===== config.mk =====
export PLATFORM = sky130hd
export DESIGN_NAME = pipe_hazard_ctrl
export DESIGN_NICKNAME = d
export VERILOG_FILES = /design/src/rtl/pipe_hazard_ctrl.sv
export SDC_FILE = /design/constraint.sdc
export NUM_CORES = 1
export LEC_CHECK = 0
export CORE_ASPECT_RATIO = 0.9
export CORE_MARGIN = 2
export CORE_UTILIZATION = 52
export CTS_BUF_LIST = sky130_fd_sc_hd__clkbuf_16
export CTS_CLUSTER_SIZE = 40
export DETAILED_ROUTE_END_ITERATION = 7
export GPL_TIMING_DRIVEN = 0
export PLACE_DENSITY = 0.77
export SLEW_MARGIN = 20
export SYNTH_ARGS = -nofsm -noshare
export SYNTH_HDL_FRONTEND = slang
export SYNTH_SLANG_ARGS = --single-unit

===== constraint.sdc =====
create_clock -name clk -period 2.4 [get_ports clk]
set_input_delay 0.36 -clock clk [delete_from_list [all_inputs] [get_ports clk]]
set_output_delay 0.36 -clock clk [all_outputs]
set_load 0.005 [all_outputs]

===== src/rtl/pipe_hazard_ctrl.sv =====
// Hazard sequencer for the 5-stage RV32I pipeline: shadows per-stage state and
// drives pipeline-register enables/flushes plus EX and ID operand bypass selects.
module pipe_hazard_ctrl #(
    parameter int REG_AW = 5,
    parameter int CNT_W  = 32
) (
    input  logic              clk,
    input  logic              reset,
    input  logic [REG_AW-1:0] id_rs1,
    input  logic [REG_AW-1:0] id_rs2,
    input  logic              id_use_rs1,
    input  logic              id_use_rs2,
    input  logic [REG_AW-1:0] id_rd,
    input  logic              id_rf_wen,
    input  logic              id_is_load,
    input  logic              ex_jump,
    input  logic              dmem_busy,
    output logic              pc_en,
    output logic              if_id_en,
    output logic              id_ex_en,
    output logic              ex_mem_en,
    output logic              if_id_flush,
    output logic              id_ex_flush,
    output logic              mem_wb_flush,
    output logic [1:0]        fwd_a,
    output logic [1:0]        fwd_b,
    output logic              id_fwd_a,
    output logic              id_fwd_b,
    output logic [CNT_W-1:0]  retire_cnt
);

    typedef enum logic [1:0] {
        MODE_NORMAL   = 2'd0,
        MODE_LOAD_USE = 2'd1,
        MODE_JUMP     = 2'd2,
        MODE_FREEZE   = 2'd3
    } mode_t;

    localparam logic [CNT_W-1:0] CNT_ONE = 1;

    logic              r_id_v;
    logic              r_ex_v;
    logic [REG_AW-1:0] r_ex_rd;
    logic [REG_AW-1:0] r_ex_rs1;
    logic [REG_AW-1:0] r_ex_rs2;
    logic              r_ex_rf_wen;
    logic              r_ex_load;
    logic              r_mem_v;
    logic [REG_AW-1:0] r_mem_rd;
    logic              r_mem_rf_wen;
    logic              r_mem_load;
    logic              r_wb_v;
    logic [REG_AW-1:0] r_wb_rd;
    logic              r_wb_rf_wen;
    logic [CNT_W-1:0]  r_retire_cnt;

    mode_t w_mode;
    logic  w_load_use;
    logic  w_mem_fwd_ok;
    logic  w_wb_fwd_ok;

    always_comb begin
        w_load_use = r_id_v && r_ex_v && r_ex_load && (r_ex_rd != '0) &&
                     ((id_use_rs1 && (id_rs1 == r_ex_rd)) ||
                      (id_use_rs2 && (id_rs2 == r_ex_rd)));
        // Freeze outranks a jump so a redirect is never lost while memory stalls.
        if (dmem_busy)
            w_mode = MODE_FREEZE;
        else if (r_ex_v && ex_jump)
            w_mode = MODE_JUMP;
        else if (w_load_use)
            w_mode = MODE_LOAD_USE;
        else
            w_mode = MODE_NORMAL;
    end

    always_comb begin
        pc_en        = 1'b0;
        if_id_en     = 1'b0;
        id_ex_en     = 1'b0;
        ex_mem_en    = 1'b0;
        if_id_flush  = 1'b0;
        id_ex_flush  = 1'b0;
        mem_wb_flush = 1'b0;
        if (reset) begin
            case (w_mode)
                MODE_FREEZE: begin
                    mem_wb_flush = 1'b1;
                end
                MODE_JUMP: begin
                    pc_en       = 1'b1;
                    if_id_en    = 1'b1;
                    id_ex_en    = 1'b1;
                    ex_mem_en   = 1'b1;
                    if_id_flush = 1'b1;
                    id_ex_flush = 1'b1;
                end
                MODE_LOAD_USE: begin
                    id_ex_en    = 1'b1;
                    ex_mem_en   = 1'b1;
                    id_ex_flush = 1'b1;
                end
                default: begin
                    pc_en     = 1'b1;
                    if_id_en  = 1'b1;
                    id_ex_en  = 1'b1;
                    ex_mem_en = 1'b1;
                end
            endcase
        end
    end

    // A load in MEM has no data yet, so only WB can bypass its result.
    assign w_mem_fwd_ok = r_mem_v && r_mem_rf_wen && !r_mem_load && (r_mem_rd != '0);
    assign w_wb_fwd_ok  = r_wb_v && r_wb_rf_wen && (r_wb_rd != '0);

    always_comb begin
        fwd_a = 2'b00;
        fwd_b = 2'b00;
        if (reset && r_ex_v) begin
            if (w_mem_fwd_ok && (r_mem_rd == r_ex_rs1))
                fwd_a = 2'b01;
            else if (w_wb_fwd_ok && (r_wb_rd == r_ex_rs1))
                fwd_a = 2'b10;
            if (w_mem_fwd_ok && (r_mem_rd == r_ex_rs2))
                fwd_b = 2'b01;
            else if (w_wb_fwd_ok && (r_wb_rd == r_ex_rs2))
                fwd_b = 2'b10;
        end
    end

    assign id_fwd_a   = reset && w_wb_fwd_ok && (r_wb_rd == id_rs1) && id_use_rs1;
    assign id_fwd_b   = reset && w_wb_fwd_ok && (r_wb_rd == id_rs2) && id_use_rs2;
    assign retire_cnt = r_retire_cnt;

    always_ff @(posedge clk or negedge reset) begin
        if (!reset) begin
            r_id_v       <= 1'b0;
            r_ex_v       <= 1'b0;
            r_ex_rd      <= '0;
            r_ex_rs1     <= '0;
            r_ex_rs2     <= '0;
            r_ex_rf_wen  <= 1'b0;
            r_ex_load    <= 1'b0;
            r_mem_v      <= 1'b0;
            r_mem_rd     <= '0;
            r_mem_rf_wen <= 1'b0;
            r_mem_load   <= 1'b0;
            r_wb_v       <= 1'b0;
            r_wb_rd      <= '0;
            r_wb_rf_wen  <= 1'b0;
            r_retire_cnt <= '0;
        end else begin
            if (w_mode == MODE_FREEZE) begin
                // WB already wrote this cycle; dropping it avoids a second write.
                r_wb_v <= 1'b0;
            end else begin
                if (r_wb_v)
                    r_retire_cnt <= r_retire_cnt + CNT_ONE;
                r_wb_v       <= r_mem_v;
                r_wb_rd      <= r_mem_rd;
                r_wb_rf_wen  <= r_mem_rf_wen;
                r_mem_v      <= r_ex_v;
                r_mem_rd     <= r_ex_rd;
                r_mem_rf_wen <= r_ex_rf_wen;
                r_mem_load   <= r_ex_load;
            end
            if (w_mode == MODE_NORMAL) begin
                r_ex_v      <= r_id_v;
                r_ex_rd     <= id_rd;
                r_ex_rs1    <= id_rs1;
                r_ex_rs2    <= id_rs2;
                r_ex_rf_wen <= id_rf_wen;
                r_ex_load   <= id_is_load;
                r_id_v      <= 1'b1;
            end else if (w_mode == MODE_JUMP) begin
                r_ex_v <= 1'b0;
                r_id_v <= 1'b0;
            end else if (w_mode == MODE_LOAD_USE) begin
                r_ex_v <= 1'b0;
            end
        end
    end

endmodule


# After elaboration in Yosys (flattened, before gate mapping)
# Cells that the tools add are included.
op_classes:
  n_addsub: 1
  n_eq_ne: 11
  muxes: 25
  bitwise_logic: 1
  n_reduce_logical: 33
ops:
  columns: ["cell", "n"]
  rows:
  - ["$eq A5 B5 Y1", 8]
  - ["$add A32 B1 Y32 const B", 1]
  - ["$logic_and A1 B1 Y1", 22]
  - ["$mux W1", 17]
  - ["$mux W2", 8]
  - ["$reduce_bool A5 Y1", 3]
  - ["$eq A2 B2 Y1 const B", 2]
  - ["$reduce_or A2 Y1", 2]
  - ["$reduce_bool A3 Y1", 1]
  - ["$eq A2 B1 Y1 const B", 1]
  - ["$logic_not A2 Y1", 1]
  - ["$reduce_and A2 Y1", 1]
  - ["$reduce_bool A2 Y1", 1]
  - ["$logic_not A1 Y1", 1]
  - ["$logic_or A1 B1 Y1", 1]
  - ["$not A1 Y1", 1]
totals:
  register_bits: 66
  inputBits: 23
  output_inout_bits: 45
  word_cells: 86

# Logic depth before layout (Yosys ltp)
# Gate-level depths: netlist (run 1).
depth:
  word_depth: 11
  mapped_depth: 9

# Worst setup path before layout (run 1)
# OpenSTA, ideal clock, no wires.
synth_timing:
  kind: "register to register"
  from: "register r_ex_rd[3]"
  to: "register r_ex_load"
  setup_ns: 0.125
  arrival_ns: 2.057
  t_required_ns: 2.275
  setup_slack_ns: 0.218
  stages_incl_launch_ff: 9
  synth_period_minus_slack_ns: 2.182
  path_cell_list: "dfrtp_1 xnor2_1 nand4_1 o22ai_1 a21oi_1 ha_1 clkbuf_1 buf_2 mux2_2"
synth_between:
  elab_chain_cells: 8
  word_cells_on_any_way: 12
synth_rtl:
  columns: ["item", "line", "source"]
  rows:
  - ["start: declaration", "43", "logic [REG_AW-1:0] r_ex_rd;"]
  - ["start signal: assignment", "170", "r_ex_rd <= id_rd;"]
  - ["$eq A5 B5 Y1, on equally long branches", "64, 65", null]
  - ["$logic_and A1 B1 Y1, on equally long branches", "64, 65", null]
  - ["$logic_or A1 B1 Y1", "64", "((id_use_rs1 && (id_rs1 == r_ex_rd)) ||"]
  - ["$logic_and A1 B1 Y1 *", "63", "w_load_use = r_id_v && r_ex_v && r_ex_load && (r_ex_rd != '0) &&"]
  - ["$mux W1 *", "71", "else if (w_load_use)"]
  - ["$mux W2 *", "69", "else if (r_ex_v && ex_jump)"]
  - ["$mux W2 *", "67", "if (dmem_busy)"]
  - ["$logic_not A2 Y1 *", "168", "if (w_mode == MODE_NORMAL) begin"]
  - ["end signal: assignment", "174", "r_ex_load <= id_is_load;"]
  - ["end: declaration", "47", "logic r_ex_load;"]
# Mark *: on every way between the ends. The rest lies on a longest branch, timed or not.
# A chain may end at the register's enable or synchronous reset.

# Worst setup path after layout (run 1)
layout_timing:
  from: "register r_ex_rd[0]"
  to: "output pc_en"
layout_between:
  elab_chain_cells: 11
  word_cells_on_any_way: 16
layout_rtl:
  columns: ["item", "line", "source"]
  rows:
  - ["$eq A5 B5 Y1, on equally long branches", "64, 65", null]
  - ["$logic_and A1 B1 Y1, on equally long branches", "64, 65", null]
  - ["$logic_or A1 B1 Y1", "64", null]
  - ["$logic_and A1 B1 Y1 *", "63", null]
  - ["$mux W1 *", "71", null]
  - ["$mux W2 *", "69", null]
  - ["$mux W2 *", "67", null]
  - ["$eq A2 B2 Y1 / $eq A2 B1 Y1 (equally long branches)", "86", "case (w_mode)"]
  - ["$reduce_or A2 Y1 (no line) *", null, null]
  - ["$mux W1 *", "86", null]
  - ["$mux W1 *", "85", "if (reset) begin"]
  - ["end: declaration", "18", "output logic pc_en,"]
# Marked as above.

==> metrics.txt, run 1 <==
Arrival @ worst endpoint=2.05 ns; # rows=28; clock latency on the worst-skew pair=roughly 0.33 ns; GRT Util Overall=23.18%; Post-synth EDFFs=0; total routed wirelength=a little under 8000 µm; Avg Cell Area, Syn=about 12 µm²; final hold violation count=0; sw frac=25.56%; Setup CP Type=flop to output pin; drt drc=0; leakage power=2.014 nW; combinational group share of total power=between 15 and 20%; PwrDens=between 700 and 800 nW/µm²; final core occ=between 70 and 80%; CTS tree=yes; Routed Antenna Nets=0; Internal=about 2.5 mW; Via Count=2554; Die Wd=roughly 90 µm; Crit. End Element=output pin; Bufs on Longest Clock Path=2; global-route wire length before repair=about 13000 µm; Die ar.=7269 µm²; Net Count, Synth=between 300 and 400; Synth warnings=0; status=finished, violations left; nets@finish=411; met1 GRT Util=32.42%; Mapped Area=approximately 3400 µm²; Layout fillers=between 400 and 500; Max VDD drop=0.4655 mV; synthesis-to-finish area growth=36.41%; RSZ-0062 raised after global routing=true; I/O pin count=68; Yosys reg bits=66; largest net degree at the start of global routing=59; Initial Utilization=52.97%; relative slew slack=61.51%; GR Layer Usage met2=around 37%; drt initial violations=between 80 and 90; Max Cap Viol=0; Seq/Total Area, Yosys=48.10%; switching power total=approximately 0.85 mW; Placer Congestion=0.8251; CP required=approximately 2.0 ns; Core ar.=6481 µm²; ANT cells=0; IO buf count=67; fin crit share=100.3%; Final setup viols=1; WL per Instance=around 16 µm; Post-DP HPWL=about 5400 µm; Clk pwr share=41.9%; worst setup margin=-0.006317 ns; worst hold slack=around 0.051 ns; grt total ovfl=0; post-synthesis async set-or-reset flop share=100.0%; post-route insts no fill=478; distinct cell type count after synthesis=38; Startpoint Class=flop; die height=81.09 µm; Clock Sinks=66; pre-CTS WS=-0.6621 ns; share of cells above drive strength 1=25.26%; sequential fraction of design power=about two fifths; root buffer cell=clkbuf_16; total CTS buffers=9; initial antenna violation count=0; GR peak layer=met2; Layout Skew=0.007609 ns; Detailed Routing Iterations Pass 1=7; count of pins over their slew limit=0; Vias/cell=5.343; CP max FO=5; Max Clock Freq=0.4156 GHz; DP Cell Count=454; clock slew at reported path FFs=0.05 ns; failing checks=negative setup slack; M3 GR Usage=under 10%; Main synth FF type=dfrtp_1; worst slew pin tran=0.5731 ns; HP Class=primary input to async pin; Post-Synthesis Cells=296; Tmin final=2.406 ns; H-tree depth=3; vias in the first global route=2579
## layer usage
metal | share of wire, % | routed length [µm]
met1 | 46 | 3561
met2 | 49 | 3808
met3 | 3.6 | 280
met4 | 1.7 | 129
met5 | 0 | 0
## repair_timing
item                                    in CTS  in global routing
hold buffers                                 1                  0
setup buffers                               10                  2
gates cloned                                 0                  0
hold endpoints to repair                    10                  0
pin swaps                                   11                  2
endpoints found under the setup margin      35                 24
resized for setup                           38                 10
## power groups by stage
| stage | clock network, mW | logic, mW | registers (mW) |
|---|---|---|---|
| finish | 1.38 | 0.551 | 1.37 |
| global route | 1.46 | 0.612 | 1.39 |
| CTS | 1.41 | 0.537 | 1.37 |
| detailed placement | 0 | 0.519 | 1.36 |
| global placement | 0 | 0.501 | 1.36 |
| floorplan | 0 | 0.352 | 1.33 |
## final cells by class
class / instances / area (µm²) / share of cell area [%]
flip-flops and latches: 66 / 1664 / 35.53
repair buffers: 80 / 764.5 / 16.32
plain buffers: 10 / 63.81 / 1.363
clock inverters: 7 / 92.59 / 1.977
multi-input cells: 214 / 1753 / 37.43
inverters: 2 / 7.507 / 0.1603
well taps: 90 / 112.6 / 2.404
clock buffers: 9 / 225.2 / 4.809
## critical path, cell delays in order, from the launching register on
cell and delay [ns]:
dfrtp_2 0.46, xnor2_2 0.16, nand4_1 0.10, o22ai_2 0.09, buf_4 0.16, a21boi_2 0.15, buf_4 0.12, clkdlybuf4s50_1 0.49
## layout by cell type (no fill, tap or decap), drive strengths merged, types with 12 or more instances in the layout
| cell | instances |
|---|---|
| mux2 | 32 |
| xor2 | 26 |
| xnor2 | 45 |
| dfrtp | 66 |
| nand3 | 18 |
| nand4 | 13 |
| dlygate4sd2 | 13 |
| buf | 22 |
| clkbuf | 12 |
| nand2 | 15 |
| clkdlybuf4s50 | 49 |
## stage by stage
step	total power [mW]	instance area, µm²	setup TNS, ns
3_3_place_gp	1.862	4217	-135.63
6_report	3.307	4683	-0.006317
3_5_place_dp	1.882	4242	-16.69
4_1_cts	3.308	4638	0
2_1_floorplan	1.679	3433	0
5_1_grt	3.460	4683	-0.07392
## synth_stat cells, drive strengths merged, types with 2 or more instances
library cell	n	area (µm²)
xor2	26	227.7
dfrtp	66	1652
nand4	13	87.58
and4	3	28.78
clkbuf	5	18.77
nand3b	3	22.52
mux2	32	360.4
and3	6	37.54
nand3	18	102.6
inv	2	7.510
nor2	10	37.54
ha	5	62.56
buf	9	58.80
nand2	15	56.30
and4b	2	20.02
xnor2	45	394.1
and2	2	12.51
nor4	6	67.56
nor2b	4	25.02
a21o	2	15.01
nor3	10	55.05
a21oi	3	15.01
## kinds of logic (layout without fill, tap and decap cells)
logic type	after synthesis	count (layout)	synth area share, %
XOR/XNOR	71	71	18.11
AO/OA/AOI/OAI	11	11	2.259
multiplexers	32	32	10.50
buffers and inverters	16	108	2.478
AND/OR/NAND/NOR	95	95	16.73
flip-flops	66	66	48.10
adder cells (fa/ha/maj)	5	5	1.822
## state kept, by name (all words and copies together) (netlist names)
name / flops
r_mem_rd: 5
r_wb_v: 1
r_mem_rf_wen: 1
r_ex_rf_wen: 1
r_ex_rs1: 5
r_ex_rs2: 5
r_wb_rf_wen: 1
retire_cnt: 32
r_ex_rd: 5
r_mem_v: 1
r_mem_load: 1
r_wb_rd: 5
r_ex_load: 1
r_ex_v: 1
r_id_v: 1
## path summary, 6_finish.rpt
check,startpoint,end,slack [ns],cells after the start
worst min-delay path,reset,r_ex_load$_DFFE_PN0N_,0.05,2
worst max-delay path,r_ex_rd[0]$_DFFE_PN0N_,pc_en,-0.006,7
min in group clk,retire_cnt[31]$_DFFE_PN0P_,retire_cnt[31]$_DFFE_PN0P_,0.47,1
worst max register to register,r_ex_rd[0]$_DFFE_PN0N_,r_ex_rd[2]$_DFFE_PN0N_,0.09,8
worst min register to register,retire_cnt[31]$_DFFE_PN0P_,retire_cnt[31]$_DFFE_PN0P_,0.47,1
max in group asynchronous,reset,retire_cnt[16]$_DFFE_PN0P_,1.48,2
No activity file was read; power rests on OpenSTA's default activity.
==> inputs of run 2 (changes only) <==
--- a/config.mk
+++ b/config.mk
@@ -9,10 +9,10 @@
 export CORE_MARGIN = 2
 export CORE_UTILIZATION = 52
 export CTS_BUF_LIST = sky130_fd_sc_hd__clkbuf_16
-export CTS_CLUSTER_SIZE = 40
 export DETAILED_ROUTE_END_ITERATION = 7
 export GPL_TIMING_DRIVEN = 0
 export PLACE_DENSITY = 0.77
+export SKIP_LAST_GASP = 1
 export SLEW_MARGIN = 20
 export SYNTH_ARGS = -nofsm -noshare
 export SYNTH_HDL_FRONTEND = slang
==> metrics.txt, run 2 (synthesis results as in run 1) <==
final core occ=72.22%; commonest non-fill, non-tap cell in the layout=dfrtp_1; Clock Sinks=66; Crit. End Element=output pin; PwrDens=between 700 and 800 nW/µm²; Max Cap Viol=0; final hold violation count=0; Layout Skew=0.008554 ns; largest net degree at the start of global routing=59; relative slew slack=approximately three fifths; Via Count=~2600; Startpoint Class=flop; fin crit share=101.6%; grt total ovfl=0; CP max stage delay=0.46 ns; M3 GR Usage=between 3 and 4%; Post-DP HPWL=5399 µm; Max Clock Freq=0.4103 GHz; Arrival @ worst endpoint=2.08 ns; Die ar.=7269 µm²; WL per Instance=16.31 µm; setup tns final=-0.05236 ns; Setup CP Type=flop to output pin; worst setup margin=-0.03740 ns; final instance area=about 4700 µm²; clock latency on the worst-skew pair=0.33 ns; clock slew at reported path FFs=0.05 ns; die height=81.09 µm; total routed wirelength=7778 µm; CTS tree=yes; ANT cells=0; Initial Utilization=52.97%; Bufs on Longest Clock Path=2; GRT Util Overall=23.15%; Max VDD drop=0.4647 mV; synthesis-to-finish area growth=36.33%; drt initial violations=64; failing checks=negative setup slack; number of flip-flops in the largest register=32; Placer Congestion=0.8251; Vias/cell=5.390; HP Class=primary input to async pin; Routed Antenna Nets=0; GR peak layer=met2; status=finished, violations left; CP required=2.04 ns; total CTS buffers=9; Final setup viols=3; worst slew pin tran=between 0.5 and 0.6 ns; met1 GRT Util=32.35%; share of cells above drive strength 1=24.55%; vias in the first global route=approximately 2600; root buffer cell=clkbuf_16; Die Wd=between 80 and 90 µm; nets@finish=around 400; leakage power=2.023 nW; IO buf count=67; global-route wire length before repair=12770 µm; initial antenna violation count=0; RSZ-0062 raised after global routing=true; Tmin final=around 2.4 ns; drt drc=0; H-tree depth=3; count of pins over their slew limit=0; GR Layer Usage met2=36.62%; commonest cells after routing, fill and taps aside=dfrtp_1 (56), clkdlybuf4s50_1 (49), xnor2_1 (41); I/O pin count=68; CP max FO=5; Cell Chain, Critical Path=xnor2_2 > nand4_1 > o22ai_2 > buf_4 > a21oi_2 > ha_1 > nor2b_1 > dlygate4sd2_1; CP top delay family=flip-flops; CP bufs+invs=2; critical path's slowest cell=dfrtp_2; # rows=28; placed cell area=approximately 4200 µm²; Core ar.=6481 µm²; Detailed Routing Iterations Pass 1=4
-- run 2: layout make-up --
cell class              instances  area, µm²
plain buffers                  10      63.81
clock inverters                 7      92.59
well taps                      90      112.6
clock buffers                   9      225.2
flip-flops and latches         66       1664
inverters                       2      7.507
repair buffers                 79      759.5
fillers                       467       1800
multi-input cells             214       1755
-- run 2: worst reg2reg max path: cells and delay by family (launching register included) --
| kind | cells | cell delay (ns) |
|---|---|---|
| buf+inv | 2 | 0.47 |
| flops | 1 | 0.46 |
| xor+xnor | 1 | 0.18 |
| fa+ha+maj | 1 | 0.33 |
| mux | 1 | 0.35 |
| simple gates | 1 | 0.12 |
| compound gates | 2 | 0.28 |
-- run 2: metrics by stage --
step                worst slack, ns  cells  hold slack (ns)  total power, mW
detailed placement          -0.6621    454           0.2319            1.882
CTS                        -0.02995    476          0.07100            3.307
finish                     -0.03740    477          0.04847            3.304
global placement             -2.672    453           0.4607            1.862
global route                -0.1276    477          0.08271            3.459
floorplan                    0.2185    296          0.06441            1.679
-- run 2: routing by layer --
layer | up-vias | share of wire (%) | wire (µm)
met5 | - | 0 | 0
met4 | 0 | 1.7 | 129
met3 | 11 | 4.0 | 308
met2 | 68 | 49 | 3839
met1 | 1284 | 45 | 3500
li1 | 1208 | - | -
-- run 2: timing repair --
| action | 4_1_cts | 5_1_grt |
|---|---|---|
| hold buffers | 1 | 0 |
| buffers inserted | 10 | 1 |
| resized for setup | 36 | 7 |
| pin swaps | 10 | 2 |
| endpoints found under the setup margin | 35 | 24 |
| endpoints found under the hold margin | 10 | 0 |
-- run 2: report_power, final --
group          leakage (nW)  total [mW]  internal (mW)  switching [mW]
Sequential            0.842        1.37           1.23           0.144
Clock                 0.149        1.38          0.906           0.477
Combinational          1.03       0.549          0.326           0.223
Total                  2.02        3.30           2.46           0.844
-- run 2: worst paths after layout --
kind                                             from                    endpoint  slack, ns  cells past startpoint
min                                             reset       r_ex_load$_DFFE_PN0N_       0.05                      2
max reg2reg                    r_ex_rd[0]$_DFFE_PN0N_      r_wb_rd[1]$_DFFE_PN0P_       0.09                      8
max in group asynchronous                       reset  retire_cnt[16]$_DFFE_PN0P_       1.48                      2
max                            r_ex_rd[0]$_DFFE_PN0N_                 id_ex_flush      -0.04                      8
min in group clk           retire_cnt[31]$_DFFE_PN0P_  retire_cnt[31]$_DFFE_PN0P_       0.47                      1
min reg2reg                retire_cnt[31]$_DFFE_PN0P_  retire_cnt[31]$_DFFE_PN0P_       0.47                      1
